## src/rtl/seg7_axil_regs.sv

```systemverilog
// -----------------------------------------------------------------------------
// seg7_axil_regs
//
// AXI4-Lite register slave that holds the value shown on an 8-digit
// seven-segment display.
//
// Register map (decoded on addr[3:2], addr[1:0] ignored):
//   0x0 DATA  - hex digits shown on the display
//   0x4 ALT   - alternate digits shown in the blink phase   (blink build only)
//   0x8 CTRL  - bit0 BLINK, other bits read as 0            (blink build only)
//   0xC       - unmapped: SLVERR response, reads return 0, writes ignored
//
// Build option:
//   SEG7_AXIL_BLINK_EN - adds ALT, CTRL and a BLINK_LOG2-bit free-running
//                        counter whose wrap toggles the blink phase. Without
//                        it, 0x4/0x8 read 0 with OKAY and writes to them are
//                        dropped with OKAY.
//
// Parameters:
//   RESET_VALUE - DATA (and seg_data) value after reset
//   BLINK_LOG2  - log2 of the blink half-period in clk cycles
//
// Ports:
//   clk, rst_n          - clock (rising edge) and asynchronous active-low reset
//   s_axi_aw*           - write address channel (4-bit address)
//   s_axi_w*            - write data channel (32-bit data, 4-bit strobe)
//   s_axi_b*            - write response channel
//   s_axi_ar*           - read address channel (4-bit address)
//   s_axi_r*            - read data channel
//   seg_data            - registered digits, digit i at bits [4i+3:4i]
// -----------------------------------------------------------------------------
module seg7_axil_regs #(
    parameter logic [31:0] RESET_VALUE = 32'h0000_0000,
    parameter int          BLINK_LOG2  = 24
) (
    input  logic        clk,
    input  logic        rst_n,
    input  logic [3:0]  s_axi_awaddr,
    input  logic        s_axi_awvalid,
    output logic        s_axi_awready,
    input  logic [31:0] s_axi_wdata,
    input  logic [3:0]  s_axi_wstrb,
    input  logic        s_axi_wvalid,
    output logic        s_axi_wready,
    output logic [1:0]  s_axi_bresp,
    output logic        s_axi_bvalid,
    input  logic        s_axi_bready,
    input  logic [3:0]  s_axi_araddr,
    input  logic        s_axi_arvalid,
    output logic        s_axi_arready,
    output logic [31:0] s_axi_rdata,
    output logic [1:0]  s_axi_rresp,
    output logic        s_axi_rvalid,
    input  logic        s_axi_rready,
    output logic [31:0] seg_data
);

    localparam logic [1:0] REG_DATA = 2'd0;
    localparam logic [1:0] REG_ALT  = 2'd1;
    localparam logic [1:0] REG_CTRL = 2'd2;
    localparam logic [1:0] REG_NONE = 2'd3;

    localparam logic [1:0] RESP_OKAY   = 2'b00;
    localparam logic [1:0] RESP_SLVERR = 2'b10;

    // Merge new bytes into an old word under a byte-enable mask.
    function automatic logic [31:0] apply_strb(input logic [31:0] old_v,
                                               input logic [31:0] new_v,
                                               input logic [3:0]  strb);
        logic [31:0] res;
        res = old_v;
        for (int i = 0; i < 4; i++) begin
            if (strb[i]) begin
                res[8*i +: 8] = new_v[8*i +: 8];
            end
        end
        return res;
    endfunction

    logic        aw_vld_q, aw_vld_d;
    logic [1:0]  aw_reg_q, aw_reg_d;
    logic        w_vld_q,  w_vld_d;
    logic [31:0] w_data_q, w_data_d;
    logic [3:0]  w_strb_q, w_strb_d;
    logic        bvalid_q, bvalid_d;
    logic [1:0]  bresp_q,  bresp_d;
    logic        rvalid_q, rvalid_d;
    logic [31:0] rdata_q,  rdata_d;
    logic [1:0]  rresp_q,  rresp_d;
    logic [31:0] data_q,   data_d;
    logic [31:0] seg_q,    seg_d;

`ifdef SEG7_AXIL_BLINK_EN
    logic [31:0]           alt_q,   alt_d;
    logic                  ctrl_q,  ctrl_d;
    logic [BLINK_LOG2-1:0] cnt_q,   cnt_d;
    logic                  phase_q, phase_d;
`endif

    logic commit;

    // Ready signals come straight from state; the latches stay set while the
    // response is pending, which also keeps a second write from starting.
    assign s_axi_awready = !aw_vld_q && !bvalid_q;
    assign s_axi_wready  = !w_vld_q  && !bvalid_q;
    assign s_axi_arready = !rvalid_q;

    assign commit = aw_vld_q && w_vld_q && !bvalid_q;

    always_comb begin
        aw_vld_d = aw_vld_q;
        aw_reg_d = aw_reg_q;
        w_vld_d  = w_vld_q;
        w_data_d = w_data_q;
        w_strb_d = w_strb_q;
        bvalid_d = bvalid_q;
        bresp_d  = bresp_q;
        rvalid_d = rvalid_q;
        rdata_d  = rdata_q;
        rresp_d  = rresp_q;
        data_d   = data_q;
`ifdef SEG7_AXIL_BLINK_EN
        alt_d    = alt_q;
        ctrl_d   = ctrl_q;
        cnt_d    = cnt_q + {{(BLINK_LOG2-1){1'b0}}, 1'b1};
        phase_d  = (&cnt_q) ? !phase_q : phase_q;
`endif

        if (s_axi_awvalid && s_axi_awready) begin
            aw_vld_d = 1'b1;
            aw_reg_d = s_axi_awaddr[3:2];
        end
        if (s_axi_wvalid && s_axi_wready) begin
            w_vld_d  = 1'b1;
            w_data_d = s_axi_wdata;
            w_strb_d = s_axi_wstrb;
        end

        if (commit) begin
            bvalid_d = 1'b1;
            bresp_d  = (aw_reg_q == REG_NONE) ? RESP_SLVERR : RESP_OKAY;
            case (aw_reg_q)
                REG_DATA: data_d = apply_strb(data_q, w_data_q, w_strb_q);
`ifdef SEG7_AXIL_BLINK_EN
                REG_ALT:  alt_d  = apply_strb(alt_q, w_data_q, w_strb_q);
                REG_CTRL: ctrl_d = w_strb_q[0] ? w_data_q[0] : ctrl_q;
`endif
                default: ;
            endcase
        end else if (bvalid_q && s_axi_bready) begin
            bvalid_d = 1'b0;
            aw_vld_d = 1'b0;
            w_vld_d  = 1'b0;
        end

        // The read samples registers before this cycle's commit lands, so a
        // read colliding with a write returns the old value.
        if (s_axi_arvalid && s_axi_arready) begin
            rvalid_d = 1'b1;
            rresp_d  = RESP_OKAY;
            case (s_axi_araddr[3:2])
                REG_DATA: rdata_d = data_q;
`ifdef SEG7_AXIL_BLINK_EN
                REG_ALT:  rdata_d = alt_q;
                REG_CTRL: rdata_d = {31'b0, ctrl_q};
`else
                REG_ALT:  rdata_d = 32'h0;
                REG_CTRL: rdata_d = 32'h0;
`endif
                default: begin
                    rdata_d = 32'h0;
                    rresp_d = RESP_SLVERR;
                end
            endcase
        end else if (rvalid_q && s_axi_rready) begin
            rvalid_d = 1'b0;
        end

        // Built from the registered DATA so the display follows a commit by
        // exactly one cycle.
        seg_d = data_q;
`ifdef SEG7_AXIL_BLINK_EN
        if (ctrl_q && phase_q) begin
            seg_d = alt_q;
        end
`endif
    end

    always_ff @(posedge clk or negedge rst_n) begin
        if (!rst_n) begin
            aw_vld_q <= 1'b0;
            aw_reg_q <= 2'd0;
            w_vld_q  <= 1'b0;
            w_data_q <= 32'h0;
            w_strb_q <= 4'h0;
            bvalid_q <= 1'b0;
            bresp_q  <= 2'b00;
            rvalid_q <= 1'b0;
            rdata_q  <= 32'h0;
            rresp_q  <= 2'b00;
            data_q   <= RESET_VALUE;
            seg_q    <= RESET_VALUE;
`ifdef SEG7_AXIL_BLINK_EN
            alt_q    <= 32'h0;
            ctrl_q   <= 1'b0;
            cnt_q    <= '0;
            phase_q  <= 1'b0;
`endif
        end else begin
            aw_vld_q <= aw_vld_d;
            aw_reg_q <= aw_reg_d;
            w_vld_q  <= w_vld_d;
            w_data_q <= w_data_d;
            w_strb_q <= w_strb_d;
            bvalid_q <= bvalid_d;
            bresp_q  <= bresp_d;
            rvalid_q <= rvalid_d;
            rdata_q  <= rdata_d;
            rresp_q  <= rresp_d;
            data_q   <= data_d;
            seg_q    <= seg_d;
`ifdef SEG7_AXIL_BLINK_EN
            alt_q    <= alt_d;
            ctrl_q   <= ctrl_d;
            cnt_q    <= cnt_d;
            phase_q  <= phase_d;
`endif
        end
    end

    assign s_axi_bvalid = bvalid_q;
    assign s_axi_bresp  = bresp_q;
    assign s_axi_rvalid = rvalid_q;
    assign s_axi_rdata  = rdata_q;
    assign s_axi_rresp  = rresp_q;
    assign seg_data     = seg_q;

    // Byte-offset address bits carry no meaning here; BLINK_LOG2 only matters
    // in the blink build.
    logic unused_ok;
`ifdef SEG7_AXIL_BLINK_EN
    assign unused_ok = ^{s_axi_awaddr[1:0], s_axi_araddr[1:0]};
`else
    assign unused_ok = ^{s_axi_awaddr[1:0], s_axi_araddr[1:0], (BLINK_LOG2 != 0)};
`endif

endmodule

```

## config.mk

```make
export PLATFORM = sky130hd
export DESIGN_NAME = seg7_axil_regs
export DESIGN_NICKNAME = d
export VERILOG_FILES = /design/src/rtl/seg7_axil_regs.sv
export SDC_FILE = /design/constraint.sdc
export NUM_CORES = 1
export LEC_CHECK = 0
export CAP_MARGIN = 10
export CORE_ASPECT_RATIO = 0.7
export CORE_MARGIN = 2
export CORE_UTILIZATION = 40
export DETAILED_ROUTE_END_ITERATION = 8
export PLACE_DENSITY = 0.66
export SLEW_MARGIN = 30
export SYNTH_ARGS = -nofsm -noshare
export SYNTH_HDL_FRONTEND = slang
export SYNTH_SLANG_ARGS = --single-unit
```

## constraint.sdc

```tcl
create_clock -name clk -period 4 [get_ports clk]
set_input_delay 0.4 -clock clk [delete_from_list [all_inputs] [get_ports clk]]
set_output_delay 0.4 -clock clk [all_outputs]
set_load 0.01 [all_outputs]
```

==> flow_summary.yaml, run 1 <==
worst_setup_path:
  crit_cells: 4
  required_ns: 4.29
  crit_buf_inv: 1
  critPathCaptureType: "flip-flop"
  critPathTopFamily: "simple AND/OR/NAND/NOR gates"
  critPathKind: "flip-flop to flip-flop"
  startpoint_type: "flip-flop"
  rr_startpoint: "s_axi_bvalid"
  worstReg2RegEnd: "w_data_q[12]"
  crit_fanout: 20
  path_cells: "nand2b_1, nor2_4, buf_4, mux2_2"
  ff2ff_path_depth: 4
  slowest_stage: "nor2_4"
  slowest_delay_ns: 0.54
  rrSetupSlack_ns: 1.80
  arrival_ns: 2.48
power:
  p_per_area_nw_per_um2: 763
  p_leak_nw: 3.02
  power.switching_mw: 1.40
  swShare_pct: 26.8
  peakVddDrop_v: 0.000445
  seqPwrFrac_pct: 44.4
  power.internal_mw: 3.83
  comb_power_share_pct: 25.0
  p_clk_share_pct: 30.6
  total_power_mw: 5.23
sta:
  fin_skew_ns: 0.00747
  max_freq_mhz: 456
  setup_viol: 0
  worst_slew_pin_slew_ns: 0.729
  finalSetupTns_ns: 0
  slew_viol_final: 0
  relSlewSlack_pct: 51.2
  timing.final.crit_share_pct: 54.9
  hold_violations: 0
  rsz0062_at_grt: "false"
  min_period_ns: 2.20
global_routing:
  use_met1_pct: 22.1
  grt_pass1_wl_um: 15400
  grt_busiest_layer: "met2"
  grt_max_degree: 114
  antenna_found_initial: 0
  grt.overflow.total: 0
  track_usage_pct: 16.2
  grt_pass1_vias: 2888
  use_met2_pct: 22.8
  use_met3_pct: 7.06
yosys:
  netlist_top_cells_count: "140 x dfrtp_1, 62 x mux2_2, 32 x a22o_1"
  synth_top_cell_by_area: "dfrtp_1"
  netlist_instances: 286
  seq_area_frac_synth_pct: 72.0
  synth_top_area_share_pct: 72.0
  netlist_area_um2: 4870
  ys_top_cells_by_area: "dfrtp_1 72%, mux2_2 14%, a22o_1 5.8%"
  synth.most_common_cell: "dfrtp_1"
  yosysUniqueCellTypes: 20
  syn_area_per_cell_um2: 17.0
  async_flop_share_pct: 100
  ys_ff_latch: 140
  synthFlopType: "dfrtp_1"
  synth_edf_count: 0
  yosysWarnings: 0
min_path:
  worstHoldPathCells: 0
  hold_end: "seg_data[29]"
  hold_path.startpoint: "data_q[29]"
  min_path_type: "flip-flop to flip-flop"
cells_and_area:
  stdcell_count: 585
  syn_to_final_growth_pct: 40.8
  antenna_cells: 0
  drive_above_1_share_pct: 25.2
  finalNetCount: 466
outcome:
  status: "completed"
placement:
  portBuffers: 117
  dp.cells: 551
  globalplace.congestion: 0.729
  dp.final_hpwl_um: 6400
clock_network:
  cts-htree-levels: 4
  ctsHoldBuffers: 0
  cts-buffers-inserted: 17
  clkSinkCount: 140
  root_buffer: "clkbuf_16"
  worstSkewPairLatency_ns: 0.41
  postCtsSetupBuffers: 0
  cts_tree: "built"
  clk_pin_slew_ns: 0.06
  clk_path_buf_depth: 2
  cts_resized: 0
floorplanning:
  placementRows: 33
  core_um2: 11800
  ios: 124
  dieWidth_um: 136
  dieArea_um2: 13100
  die_h_um: 96.3
  initial_core_util_pct: 41.4
routing:
  drc: 0
  routed_wl_um: 9570
  drt-pass1-iter-count: 4
  detail-route-antenna-nets: 0
  viasPerCell: 4.78
  wl_per_cell_um: 16.4
  route.vias.total: 2798
  drtIter0Drc: 86
run:
  cap_violations: 0
## sequential cells by signal (all words and copies together) (netlist names)
name and cells:
aw_reg_q 2, aw_vld_q 1, data_q 32, s_axi_bresp 1, s_axi_bvalid 1, s_axi_rdata 32, s_axi_rresp 1, s_axi_rvalid 1
seg_data 32, w_data_q 32, w_strb_q 4, w_vld_q 1
## how the worst max path moves through the flow
stage / end / slack [ns] / from
finish: w_data_q[12] / 1.80 / s_axi_bvalid
global route: w_strb_q[2] / 1.65 / s_axi_bvalid
CTS: w_data_q[12] / 1.75 / s_axi_bvalid
detailed placement: w_strb_q[2] / 1.57 / s_axi_wvalid
global placement: w_data_q[4] / 1.61 / s_axi_wvalid
floorplan: w_data_q[10] / 2.40 / s_axi_bvalid
## per-stage QoR
| step | cell area (um2) | setup slack [ns] | hold slack, ns | util [%] |
|---|---|---|---|---|
| floorplan | 4870 | 2.40 | 0.104 | - |
| CTS | 6810 | 1.75 | 0.173 | 57.9 |
| finish | 6850 | 1.80 | 0.391 | 58.2 |
| detailed placement | 6200 | 1.57 | 0.385 | 52.7 |
| global placement | 6200 | 1.61 | 0.379 | 52.7 |
| global route | 6850 | 1.65 | 0.404 | 58.2 |
## cells in the final DEF, fill, tap and decap left out, drive strengths merged
cell type,instances
dlygate4sd3,1
clkinv,6
nor3,1
clkdlybuf4s50,116
a22o,32
dfrtp,140
bufinv,3
mux2,70
nand2,9
clkbuf,20
mux2i,1
conb,2
clkinvlp,1
buf,5
nor2,5
and3b,1
o21ai,3
nand3,4
inv,4
o31ai,1
nand2b,3
## power groups by stage
| stage | clock network, mW | logic (mW) | registers (mW) |
|---|---|---|---|
| finish | 1.60 | 1.31 | 2.32 |
| detailed placement | 0 | 1.32 | 2.35 |
| global placement | 0 | 1.29 | 2.32 |
| CTS | 1.64 | 1.33 | 2.33 |
| global route | 1.71 | 1.42 | 2.41 |
| floorplan | 0 | 0.606 | 2.37 |
## layer usage
metal	vias to the layer above	part of all wire (%)
met2	88	43
met4	0	1.2
met3	11	7.9
li1	1272	-
met1	1427	48
met5	-	0
## layout make-up
class,count,area [um2]
Multi-Input combinational cell,132,1290
Clock inverter,13,161
Fill cell,925,4910
Inverter,1,3.75
Timing Repair Buffer,123,1240
Clock buffer,19,453
Sequential cell,140,3500
Tap cell,157,196
## worst register-to-register path: cells and delay by family, from the launching register on
family | cells | cell delay (ns)
AND/OR/NAND/NOR | 2 | 0.80
flip-flops | 1 | 0.51
buffers and inverters | 1 | 0.39
multiplexers | 1 | 0.38
## kinds of logic after synthesis
kind of cell | Yosys count | share of synthesized area, %
AO/OA/AOI/OAI | 36 | 6.22
other | 1 | 0.0770
AND/OR/NAND/NOR | 23 | 3.60
flip-flops | 140 | 72.0
buffers and inverters | 15 | 1.72
multiplexers | 71 | 16.4
Note: power is estimated with default switching activity, not from simulation.
==> run 2: changes to the inputs <==
Settings changed: PLACE_DENSITY 0.66 to 0.69.
Clock period 4 ns to 1.81 ns, I/O delays scaled along.
==> flow_summary.yaml, run 2 (same netlist as run 1, synthesis figures left out) <==
outcome:
  status: "completed"
routing:
  wl_met2_um: 4420
  wl_per_cell_um: 16.2
  routed_wl_um: 9590
  drc: 0
  detail-route-antenna-nets: 0
  route.vias.total: 2838
  wirelength_met1_um: 4470
  top_layer_used: "met4"
  drt-pass1-iter-count: 4
  dr_wl_met3_um: 636
  drtIter0Drc: 156
  viasPerCell: 4.81
worst_setup_path:
  arrival_ns: 1.52
  critPathKind: "flip-flop to primary output"
  crit_fanout: 8
  startpoint_type: "flip-flop"
  critPathCaptureType: "primary output"
  required_ns: 1.63
floorplanning:
  ios: 124
  initial_core_util_pct: 41.4
  core_um2: 11800
  placementRows: 33
  dieArea_um2: 13100
  die_h_um: 96.3
  dieWidth_um: 136
clock_network:
  clk_pin_slew_ns: 0.06
  cts-buffers-inserted: 17
  worstSkewPairLatency_ns: 0.40
  postCtsSetupBuffers: 0
  root_buffer: "clkbuf_16"
  clkSinkCount: 140
  cts_tree: "built"
  clk_path_buf_depth: 2
  cts-htree-levels: 4
power:
  power.internal_mw: 8.58
  comb_power_share_pct: 25.4
  p_clk_share_pct: 30.8
  p_per_area_nw_per_um2: 1690
  p_leak_nw: 3.06
  peakVddDrop_v: 0.000841
  swShare_pct: 26.6
  total_power_mw: 11.7
  power.switching_mw: 3.12
  seqPwrFrac_pct: 43.8
min_path:
  min_path_type: "input pin to asynchronous set/reset pin"
sta:
  finalSetupTns_ns: 0
  setup_viol: 0
  timing.final.crit_share_pct: 93.9
  min_period_ns: 1.70
  hold_violations: 0
  rsz0062_at_grt: "false"
  slew_viol_final: 0
  max_freq_mhz: 588
  fin_skew_ns: 0.00722
placement:
  dp.final_hpwl_um: 6570
  portBuffers: 117
  globalplace.congestion: 0.749
cells_and_area:
  antenna_cells: 0
  syn_to_final_growth_pct: 42.5
  layout_common_cells: "140 x dfrtp_1, 114 x clkdlybuf4s50_1, 62 x mux2_2"
  layout_commonest_cell: "dfrtp_1"
  drive_above_1_share_pct: 25.9
  finalNetCount: 471
global_routing:
  grt_max_degree: 49
  track_usage_pct: 15.9
  antenna_found_initial: 0
  grt.overflow.total: 0
  grt_pass1_wl_um: 15500
  grt_pass1_vias: 3003
run:
  cap_violations: 0
## run 2: cell count changes in the layout (fill, tap and decap cells not counted), moves of 2 or more
cell             previous run  this run
buf_12                      0         5
clkbuf_8                    3         0
clkdlybuf4s50_1           116       114
clkinv_4                    2         4
dlygate4sd2_1               0         2
inv_6                       3         1
## run 2: final cells by class
class	count	area [um2]
clock inverters	14	194
multi-input cells	132	1290
well taps	157	196
inverters	1	3.75
repair buffers	128	1320
clock buffers	18	429
fillers	944	4830
flip-flops and latches	140	3500
## run 2: metrics by stage
stage               hold slack [ns]  util [%]  setup slack [ns]  cells  instance area, um2
floorplan                    -0.115         -             0.207    287                4870
global placement              0.138      53.6             0.204    557                6310
detailed placement            0.143      53.6             0.164    557                6310
global route                  0.305      58.9            0.0397    590                6940
finish                        0.280      58.9             0.110    590                6940
CTS                           0.287      58.9            0.0866    590                6940
## run 2: path summary, 6_finish.rpt
path | from | cells past startpoint | end | slack (ns)
max in group asynchronous | rst_n | 3 | w_data_q[30] | 0.92
hold / removal | rst_n | 2 | seg_data[8] | 0.28
hold reg to reg | data_q[21] | 0 | seg_data[21] | 0.40
setup reg to reg | w_vld_q | 3 | data_q[21] | 0.19
setup / recovery | s_axi_bvalid | 2 | s_axi_bvalid | 0.11
min in group clk | s_axi_rready | 2 | s_axi_rvalid | 0.34
## run 2: metal layers
layer / track usage, % / vias to the layer above
li1: - / 1291
met1: 21.6 / 1460
met2: 24.1 / 79
met3: 6.21 / 8
met4: 4.17 / 0
met5: 0 / -
## run 2: repair_timing
| item | in CTS | in global routing |
|---|---|---|
| hold buffers | 1 | 0 |
| setup endpoints to repair | 2 | 0 |
| resized for setup | 2 | 0 |
| hold endpoints to repair | 46 | 0 |
## run 2: power groups by stage
stage / Combinational, mW / Clock (mW) / Sequential [mW]
final: 2.97 / 3.61 / 5.12
after global routing: 3.20 / 3.85 / 5.31
after CTS: 3.03 / 3.69 / 5.14
after detailed placement: 3.03 / 0 / 5.19
after global placement: 2.95 / 0 / 5.11
after floorplan: 1.34 / 0 / 5.23
## run 2: critical path, cell delays in order (launching register included)
cell             delay [ns]
dfrtp_1                0.41
buf_4                  0.17
clkdlybuf4s50_1        0.54
